===== config.mk =====
export PLATFORM = sky130hd
export DESIGN_NAME = dvp_tx
export DESIGN_NICKNAME = d
export VERILOG_FILES = /design/src/rtl/dvp_pkg.sv /design/src/rtl/dvp_tx_pattern.sv /design/src/rtl/dvp_tx.sv
export SDC_FILE = /design/constraint.sdc
export NUM_CORES = 1
export LEC_CHECK = 0
export ABC_CLOCK_PERIOD_IN_PS = 3200
export BUFFER_PORTS_ARGS = -buffer_cell sky130_fd_sc_hd__buf_2
export CORE_MARGIN = 3
export CORE_UTILIZATION = 57
export CTS_CLUSTER_DIAMETER = 200
export DETAILED_ROUTE_END_ITERATION = 7
export PLACE_DENSITY_LB_ADDON = 0.1
export SLEW_MARGIN = 5
export SYNTH_ARGS = -nofsm -noshare
export SYNTH_HDL_FRONTEND = slang
export SYNTH_SLANG_ARGS = --single-unit

===== constraint.sdc =====
create_clock -name clk -period 3.2 [get_ports clk]
set_input_delay 0 -clock clk [delete_from_list [all_inputs] [get_ports clk]]
set_output_delay 0 -clock clk [all_outputs]
set_load 0.05 [all_outputs]

===== src/rtl/dvp_pkg.sv =====
// dvp_pkg: shared state encoding, RGB565 colour-bar constants and default DVP timing
// Ports: none (package); bar_color() maps a bar index 0..7 to its RGB565 colour.
package dvp_pkg;

    typedef enum logic [2:0] {IDLE, VSYNC, VBACK, ACTIVE, VFRONT} dvp_state_e;

    localparam int DEF_H_ACTIVE = 640;
    localparam int DEF_H_BLANK  = 144;
    localparam int DEF_V_ACTIVE = 480;
    localparam int DEF_V_SYNC   = 3;
    localparam int DEF_V_BPORCH = 17;
    localparam int DEF_V_FPORCH = 10;

    localparam logic [15:0] BAR_WHITE   = 16'hFFFF;
    localparam logic [15:0] BAR_YELLOW  = 16'hFFE0;
    localparam logic [15:0] BAR_CYAN    = 16'h07FF;
    localparam logic [15:0] BAR_GREEN   = 16'h07E0;
    localparam logic [15:0] BAR_MAGENTA = 16'hF81F;
    localparam logic [15:0] BAR_RED     = 16'hF800;
    localparam logic [15:0] BAR_BLUE    = 16'h001F;
    localparam logic [15:0] BAR_BLACK   = 16'h0000;

    function automatic logic [15:0] bar_color(input logic [2:0] idx);
        case (idx)
            3'd0:    return BAR_WHITE;
            3'd1:    return BAR_YELLOW;
            3'd2:    return BAR_CYAN;
            3'd3:    return BAR_GREEN;
            3'd4:    return BAR_MAGENTA;
            3'd5:    return BAR_RED;
            3'd6:    return BAR_BLUE;
            default: return BAR_BLACK;
        endcase
    endfunction

endpackage


===== src/rtl/dvp_tx_pattern.sv =====
// dvp_tx_pattern: eight vertical colour bars selected by horizontal pixel index
// Ports: pix_idx_i pixel index within the line; rgb_o RGB565 colour of that pixel's bar.
module dvp_tx_pattern
    import dvp_pkg::*;
#(
    parameter int H_ACTIVE = DEF_H_ACTIVE
) (
    input  logic [10:0] pix_idx_i,
    output logic [15:0] rgb_o
);
    localparam int BAR_W = (H_ACTIVE / 8 > 0) ? H_ACTIVE / 8 : 1;

    logic [10:0] bar;

    assign bar   = pix_idx_i / 11'(BAR_W);
    // Pixels past the eighth bar (H_ACTIVE not a multiple of 8) stay on the last bar
    assign rgb_o = bar_color(bar > 11'd7 ? 3'd7 : bar[2:0]);

endmodule


===== src/rtl/dvp_tx.sv =====
// dvp_tx: OV7670-style DVP transmitter sending RGB565 pixels as byte pairs with vsync/href framing
// Ports: clk, rst_n (async active-low); enable requests frames; pix_data/pix_valid/pix_ready
//        pixel handshake; test_mode selects colour bars; cam_pclk/cam_vsync/cam_href/cam_data
//        DVP bus; frame_done one-clk end-of-frame pulse; underrun sticky starvation flag.
// Build option: define DVP_TX_TEST_PATTERN_EN to include the colour-bar generator.
module dvp_tx
    import dvp_pkg::*;
#(
    parameter int H_ACTIVE = DEF_H_ACTIVE,
    parameter int H_BLANK  = DEF_H_BLANK,
    parameter int V_ACTIVE = DEF_V_ACTIVE,
    parameter int V_SYNC   = DEF_V_SYNC,
    parameter int V_BPORCH = DEF_V_BPORCH,
    parameter int V_FPORCH = DEF_V_FPORCH
) (
    input  logic        clk,
    input  logic        rst_n,
    input  logic        enable,
    input  logic [15:0] pix_data,
    input  logic        pix_valid,
    output logic        pix_ready,
    input  logic        test_mode,
    output logic        cam_pclk,
    output logic        cam_vsync,
    output logic        cam_href,
    output logic [7:0]  cam_data,
    output logic        frame_done,
    output logic        underrun
);
    localparam logic [10:0] H_LAST      = 11'(2 * H_ACTIVE + H_BLANK - 1);
    localparam logic [10:0] H_ACT_SLOTS = 11'(2 * H_ACTIVE);
    localparam logic [9:0]  V_SYNC_END  = 10'(V_SYNC - 1);
    localparam logic [9:0]  V_BACK_END  = 10'(V_SYNC + V_BPORCH - 1);
    localparam logic [9:0]  V_ACT_END   = 10'(V_SYNC + V_BPORCH + V_ACTIVE - 1);
    localparam logic [9:0]  V_LAST      = 10'(V_SYNC + V_BPORCH + V_ACTIVE + V_FPORCH - 1);

    dvp_state_e  state_q, state_d;
    logic        phase_q;
    logic [10:0] h_q, h_d;
    logic [9:0]  v_q, v_d;
    logic [7:0]  data_q, lo_q;
    logic        frame_done_q, underrun_q;
    logic        line_end, frame_end, nxt_act, nxt_even, use_pat, src_ok;
    logic [15:0] src;

    // Next slot position; only committed on the edge that closes phase 1
    always_comb begin
        state_d   = state_q;
        h_d       = h_q;
        v_d       = v_q;
        frame_end = 1'b0;
        line_end  = (h_q == H_LAST);
        if (state_q == IDLE) begin
            if (enable) state_d = VSYNC;
        end else begin
            h_d = line_end ? 11'd0 : h_q + 11'd1;
            if (line_end) begin
                v_d = v_q + 10'd1;
                case (state_q)
                    VSYNC:   if (v_q == V_SYNC_END) state_d = VBACK;
                    VBACK:   if (v_q == V_BACK_END) state_d = ACTIVE;
                    ACTIVE:  if (v_q == V_ACT_END) state_d = VFRONT;
                    VFRONT:  if (v_q == V_LAST) begin
                        v_d       = 10'd0;
                        frame_end = 1'b1;
                        state_d   = enable ? VSYNC : IDLE;
                    end
                    default: state_d = IDLE;
                endcase
            end
        end
    end

    assign nxt_act  = (state_d == ACTIVE) && (h_d < H_ACT_SLOTS);
    assign nxt_even = nxt_act && !h_d[0];

`ifdef DVP_TX_TEST_PATTERN_EN
    logic        tm_q;
    logic [15:0] pat;

    dvp_tx_pattern #(.H_ACTIVE(H_ACTIVE)) u_pattern (
        .pix_idx_i ({1'b0, h_d[10:1]}),
        .rgb_o     (pat)
    );

    // Pattern choice is frozen for the whole frame at VSYNC entry
    always_ff @(posedge clk or negedge rst_n) begin
        if (!rst_n) tm_q <= 1'b0;
        else if (phase_q && state_d == VSYNC && state_q != VSYNC) tm_q <= test_mode;
    end

    assign use_pat = tm_q;
    assign src     = tm_q ? pat : pix_data;
`else
    logic unused_test_mode;

    assign unused_test_mode = test_mode;
    assign use_pat          = 1'b0;
    assign src              = pix_data;
`endif

    assign src_ok    = use_pat || pix_valid;
    // Handshake sits in phase 1 so the high byte lands on the edge opening the even slot
    assign pix_ready = phase_q && nxt_even && !use_pat;

    always_ff @(posedge clk or negedge rst_n) begin
        if (!rst_n) begin
            phase_q      <= 1'b0;
            state_q      <= IDLE;
            h_q          <= '0;
            v_q          <= '0;
            data_q       <= '0;
            lo_q         <= '0;
            frame_done_q <= 1'b0;
            underrun_q   <= 1'b0;
        end else begin
            phase_q      <= ~phase_q;
            frame_done_q <= phase_q && frame_end;
            if (phase_q) begin
                state_q <= state_d;
                h_q     <= h_d;
                v_q     <= v_d;
                if (nxt_even) begin
                    data_q <= src_ok ? src[15:8] : 8'h00;
                    lo_q   <= src_ok ? src[7:0] : 8'h00;
                end else begin
                    data_q <= nxt_act ? lo_q : 8'h00;
                end
                if (pix_ready && !pix_valid) underrun_q <= 1'b1;
            end
        end
    end

    assign cam_pclk   = phase_q;
    assign cam_vsync  = (state_q == VSYNC);
    assign cam_href   = (state_q == ACTIVE) && (h_q < H_ACT_SLOTS);
    assign cam_data   = data_q;
    assign frame_done = frame_done_q;
    assign underrun   = underrun_q;

endmodule


* After elaboration in Yosys (flattened, before gate mapping)
Index checks and enable logic that the tools add are counted.
** Operators by class
- Mux-type cells :: 21
- Equal/unequal tests :: 10
- Add/subtract/negate cells :: 2
- Order comparisons :: 2
- Reductions and logical operators :: 12
- Bitwise operators :: 2
** Operators by type and width (number)
- $mux W8 :: 4
- $lt A11 B11 Y1 const B :: 2
- $mux W11 :: 2
- $mux W3 :: 7
- $eq A10 B9 Y1 const B :: 2
- $mux W10 :: 2
- $pmux W3 S4 :: 1
- $add A11 B1 Y11 const B :: 1
- $eq A11 B11 Y1 const B :: 1
- $add A10 B1 Y10 const B :: 1
- $eq A10 B2 Y1 const B :: 1
- $eq A10 B5 Y1 const B :: 1
- $eq A3 B2 Y1 const B :: 3
- $logic_and A1 B1 Y1 :: 6
- $mux W1 :: 5
- $reduce_and A2 Y1 :: 2
- $eq A3 B1 Y1 const B :: 1
- $eq A3 B3 Y1 const B :: 1
- $logic_not A3 Y1 :: 1
- $reduce_and A3 Y1 :: 1
- $logic_not A1 Y1 :: 2
- $not A1 Y1 :: 2
** Word-level totals
- Word-level logic and storage cells :: 57
- Flip-flop bits (word level) :: 43

* Logic depth before layout (Yosys ltp)
- Depth after elaboration :: 11
- Gate-level depth with buffers :: 9
- Mapped depth without buffers :: 8

* Least setup slack after synthesis
No wires, ideal clock.
- Kind :: reg2reg
- Start :: register state_q[2]
- End :: register lo_q[0]
- Required time :: 3121 ps
- Library setup time :: 79 ps
- Path slack :: -218 ps
- Buffers on the path :: 2
- Stages on the path, launching flop included :: 9
- Clock period less this slack :: 3418 ps
- Arrival time :: 3339 ps
- Cells stage by stage :: dfrtp_1 > buf_4 > nor3b_1 > and4_1 > a211oi_1 > or4b_1 > nor3b_2 > buf_6 > mux2i_1
** On the way
- Longest elaborated chain between the ends :: 8
** RTL lines
- start: declaration :: RTL line dvp_tx.sv:37 : dvp_state_e state_q, state_d;
- start signal: assignment :: RTL line dvp_tx.sv:120 : state_q <= state_d;
- $eq A3 B1 Y1
- net cam_vsync :: RTL line dvp_tx.sv:24 : output logic cam_vsync,
- $pmux W3 S4 :: RTL line dvp_tx.sv:59 : case (state_q)
- $mux W3 :: RTL line dvp_tx.sv:57 : if (line_end) begin
- $mux W3 :: RTL line dvp_tx.sv:53 : if (state_q == IDLE) begin
- $eq A3 B2 Y1 :: RTL line dvp_tx.sv:74 : assign nxt_act = (state_d == ACTIVE) && (h_d < H_ACT_SLOTS);
- $logic_and A1 B1 Y1 :: RTL line dvp_tx.sv:74
- $logic_and A1 B1 Y1 :: RTL line dvp_tx.sv:75 : assign nxt_even = nxt_act && !h_d[0];
- $reduce_and A2 Y1 (no line)
- end signal: assignment :: RTL line dvp_tx.sv:125 : lo_q <= src_ok ? src[7:0] : 8'h00;
- end: declaration :: RTL line dvp_tx.sv:41 : logic [7:0] data_q, lo_q;
The timed path passes the listed nets, and every way through them passes these cells.
A chain may end at the register's enable or synchronous reset.

* Worst setup path in the final report
- Start :: register h_q[5]
- End :: output port pix_ready
** On the way
- Longest elaborated chain between the ends :: 7
** RTL lines
- start: declaration :: RTL line dvp_tx.sv:39 : logic [10:0] h_q, h_d;
- start signal: assignment :: RTL line dvp_tx.sv:110 : h_q <= '0;
- start signal: assignment :: RTL line dvp_tx.sv:121 : h_q <= h_d;
- $add A11 B1 Y11 or $eq A11 B11 Y1 (tied branches) :: RTL line dvp_tx.sv:56, dvp_tx.sv:52
- $mux W11 or $mux W3 (tied branches) :: RTL line dvp_tx.sv:56, dvp_tx.sv:57
- $mux W11 or $mux W3 (tied branches) :: RTL line dvp_tx.sv:53
- $lt A11 B11 Y1 or $eq A3 B2 Y1 (tied branches) :: RTL line dvp_tx.sv:74
- $logic_and A1 B1 Y1 :: RTL line dvp_tx.sv:74
- $logic_and A1 B1 Y1 * :: RTL line dvp_tx.sv:75
- $logic_and A1 B1 Y1 * :: RTL line dvp_tx.sv:104 : assign pix_ready = phase_q && nxt_even && !use_pat;
- end: declaration :: RTL line dvp_tx.sv:21 : output logic pix_ready,
Mark *: on every way between the ends. The rest lies on a longest branch, timed or not.

==> results.txt <==
Int Pwr = 0.721 mW
antenna violations before repair = 0
via count = 2167
placer's final routability congestion estimate = 0.827
Hold Crit Class = in2reg
GR Overflow Total = 0
Logic pwr share = 4.7%
I/O pins = 35
ranking of synthesized cells by area = dfrtp_1 43%, o21ai_0 4.4%, nand2_1 4.2%
worst slew pin tran = 942 ps
Sw Ratio = 22.4%
CTS sink cnt = 43
Post-DP HPWL = 3790 um
Syn Nets = 296
global-route wire length before repair = 9450 um
Finished Layout Cells = 362
peak supply drop = 0.349 mV
area grow syn2layout = 15.5%
CTS root buffer = clkbuf_8
hold path startpoint = pix_valid
clock-pin slew on the worst setup and hold paths = 80 ps
Worst setup startpoint = h_q[5]
commonest non-fill, non-tap cell in the layout = dfrtp_1
Clk pwr share = 36.0%
n_diodes = 0
worst path arrival time = 3030 ps
Initial Util = 60.4%
post-CTS setup buffer count = 0
FP Rows = 23
Post-Synthesis Cells = 271
largest net degree at the start of global routing = 44
final hold violations = 0
net switching power = 0.208 mW
top_reg_cell synth = dfrtp_1
Final Cell Area = 0.00287 sq mm
vias in the first global route = 2021
vias per cell = 5.99
Max H-tree Level = 2
placed insts = 345
WL final = 5520 um
post-layout power = 0.929 mW
Yosys warnings = 0
Post-synth EDFFs = 0
core region area = 0.00412 sq mm
final hold slack = 88.6 ps
Cell Area, Placed = 0.00268 sq mm
crit path kind = reg2out
residual DRC count = 0
crit path capture type = primary output
commonest cells after routing, fill and taps aside = 41 x dfrtp_1, 32 x buf_2, 28 x nand2_1
dpl ws = 324 ps
endpoints failing setup = 0
Final ANT Viol Nets = 0
die width = 72.1 um
crit path max fanout = 9
Iteration-0 DRC Markers = 118
Yosys reg bits = 43
max-slew violations = 0
worst endpoint required time = 3200 ps
status = finished clean
Skew-Pair Late Insertion Delay = 290 ps
GRT Overall Usage = 22.9%
CTS Buf Count = 5
Pwr Density = 323 mW/mm^2
Clock Path Buffers = 2
setup tns final = 0 ps
Wirelength per Cell = 15.2 um
Post-Synthesis Cell Area = 0.00249 sq mm
area share of the largest cell type after synthesis = 43.3%
Syn Area/Cell = 9.18 sq um
synth unique cells = 51
Fmax = 330 MHz
Lkg Pwr = 1.33 nW
Post-synth ARST share = 100%
CP startpoint kind = flip-flop
fraction of layout cells with a size suffix above 1 = 18.3%
Detailed Routing Iterations Pass 1 = 4
Final Cycle Share = 94.6%
Period minus WS final = 3030 ps
R2R Path Start = h_q[0]
Final nets = 336
CTS tree = yes
full die area = 0.00519 sq mm
input/output buffers = 33
largest area contributor in the synthesized netlist = dfrtp_1
clk_skew = 5.26 ps
part of the power in registers = 59.3%
final setup margin = 172 ps
relative slew slack = 37.2%
RSZ-0062 raised after global routing = no
register area share after synthesis = 43.3%
fin util = 69.8%
MaxCap Viol Count = 0
die extent in y = 72.1 um
[power groups by stage]
stage / registers, mW / logic [mW] / clock network [mW]
2_1_floorplan: 0.561 / 0.0111 / 0
3_3_place_gp: 0.561 / 0.0348 / 0
3_5_place_dp: 0.562 / 0.0355 / 0
4_1_cts: 0.551 / 0.0442 / 0.350
5_1_grt: 0.551 / 0.0499 / 0.367
6_report: 0.551 / 0.0435 / 0.335
[layout make-up]
cell class                 count  area (sq um)
multi-input combinational    196          1280
inverter                      17          63.8
sequential                    43          1080
clock inverter                 2          12.5
fill                         327          1240
timing repair buffer          48           303
tap                           50          62.6
clock buffer                   6          72.6
[worst max-delay path, stage by stage, from the launching register on]
cell and delay (ps):
dfrtp_1 440, or4b_4 600, nor3_4 270, a211oi_1 180
or4b_1 560, nor3b_2 190, buf_4 230, clkbuf_4 260
[routing by layer]
layer  vias to the layer above  GRT usage, %  share of wire, %
li1                       1064             -                 -
met3                         8          4.85               4.0
met1                      1045          31.5                46
met2                        50          35.3                48
met4                         0          9.19               1.5
met5                         -             0                 0
[worst paths after layout]
check                      cells past startpoint         to  slack, ps
max                                            7  pix_ready        170
min                                            3    lo_q[0]         90
max reg2reg                                    7   underrun        350
min reg2reg                                    2   underrun        470
max in group asynchronous                      2     h_q[0]       2170
min in group asynchronous                      2     h_q[6]        380
[synth_stat cells (3+ instances only)]
cell	instances
o31ai_1	4
nor3b_1	4
nor3_1	4
nand2_1	28
and2_1	3
nor2b_1	3
ha_1	4
nor4_1	3
a31oi_1	4
o21ai_0	22
mux2i_1	8
buf_2	5
o2bb2ai_1	8
and3_1	12
inv_1	17
xnor2_1	7
a21oi_1	13
clkbuf_1	6
dfrtp_1	43
nand4_1	6
nand2b_1	5
nor2_1	13
nand3_1	13
[flip-flops by register name, indices dropped and copies added, names as in the netlist]
name / count
cam_pclk: 1
v_q: 10
lo_q: 8
cam_data: 8
underrun: 1
frame_done: 1
h_q: 11
state_q: 3
[what timing repair did]
item / 4_1_cts / 5_1_grt
gates resized for setup: 0 / 5
endpoints found under the hold margin: 51 / 0
setup endpoints to repair: 0 / 1
hold buffers: 9 / 0
[cell families (layout without fill, tap and decap cells)]
| family | Yosys count | in the layout | share of synthesized area (%) |
|---|---|---|---|
| AND/OR/NAND/NOR | 112 | 112 | 26.4 |
| adder cells (fa/ha/maj) | 4 | 4 | 2.01 |
| multiplexers | 8 | 8 | 3.22 |
| buffers and inverters | 32 | 73 | 5.88 |
| flip-flops | 43 | 43 | 43.3 |
| XOR/XNOR | 7 | 7 | 2.46 |
| AO/OA/AOI/OAI | 65 | 65 | 16.8 |
Note: power is estimated with default switching activity, not from simulation.
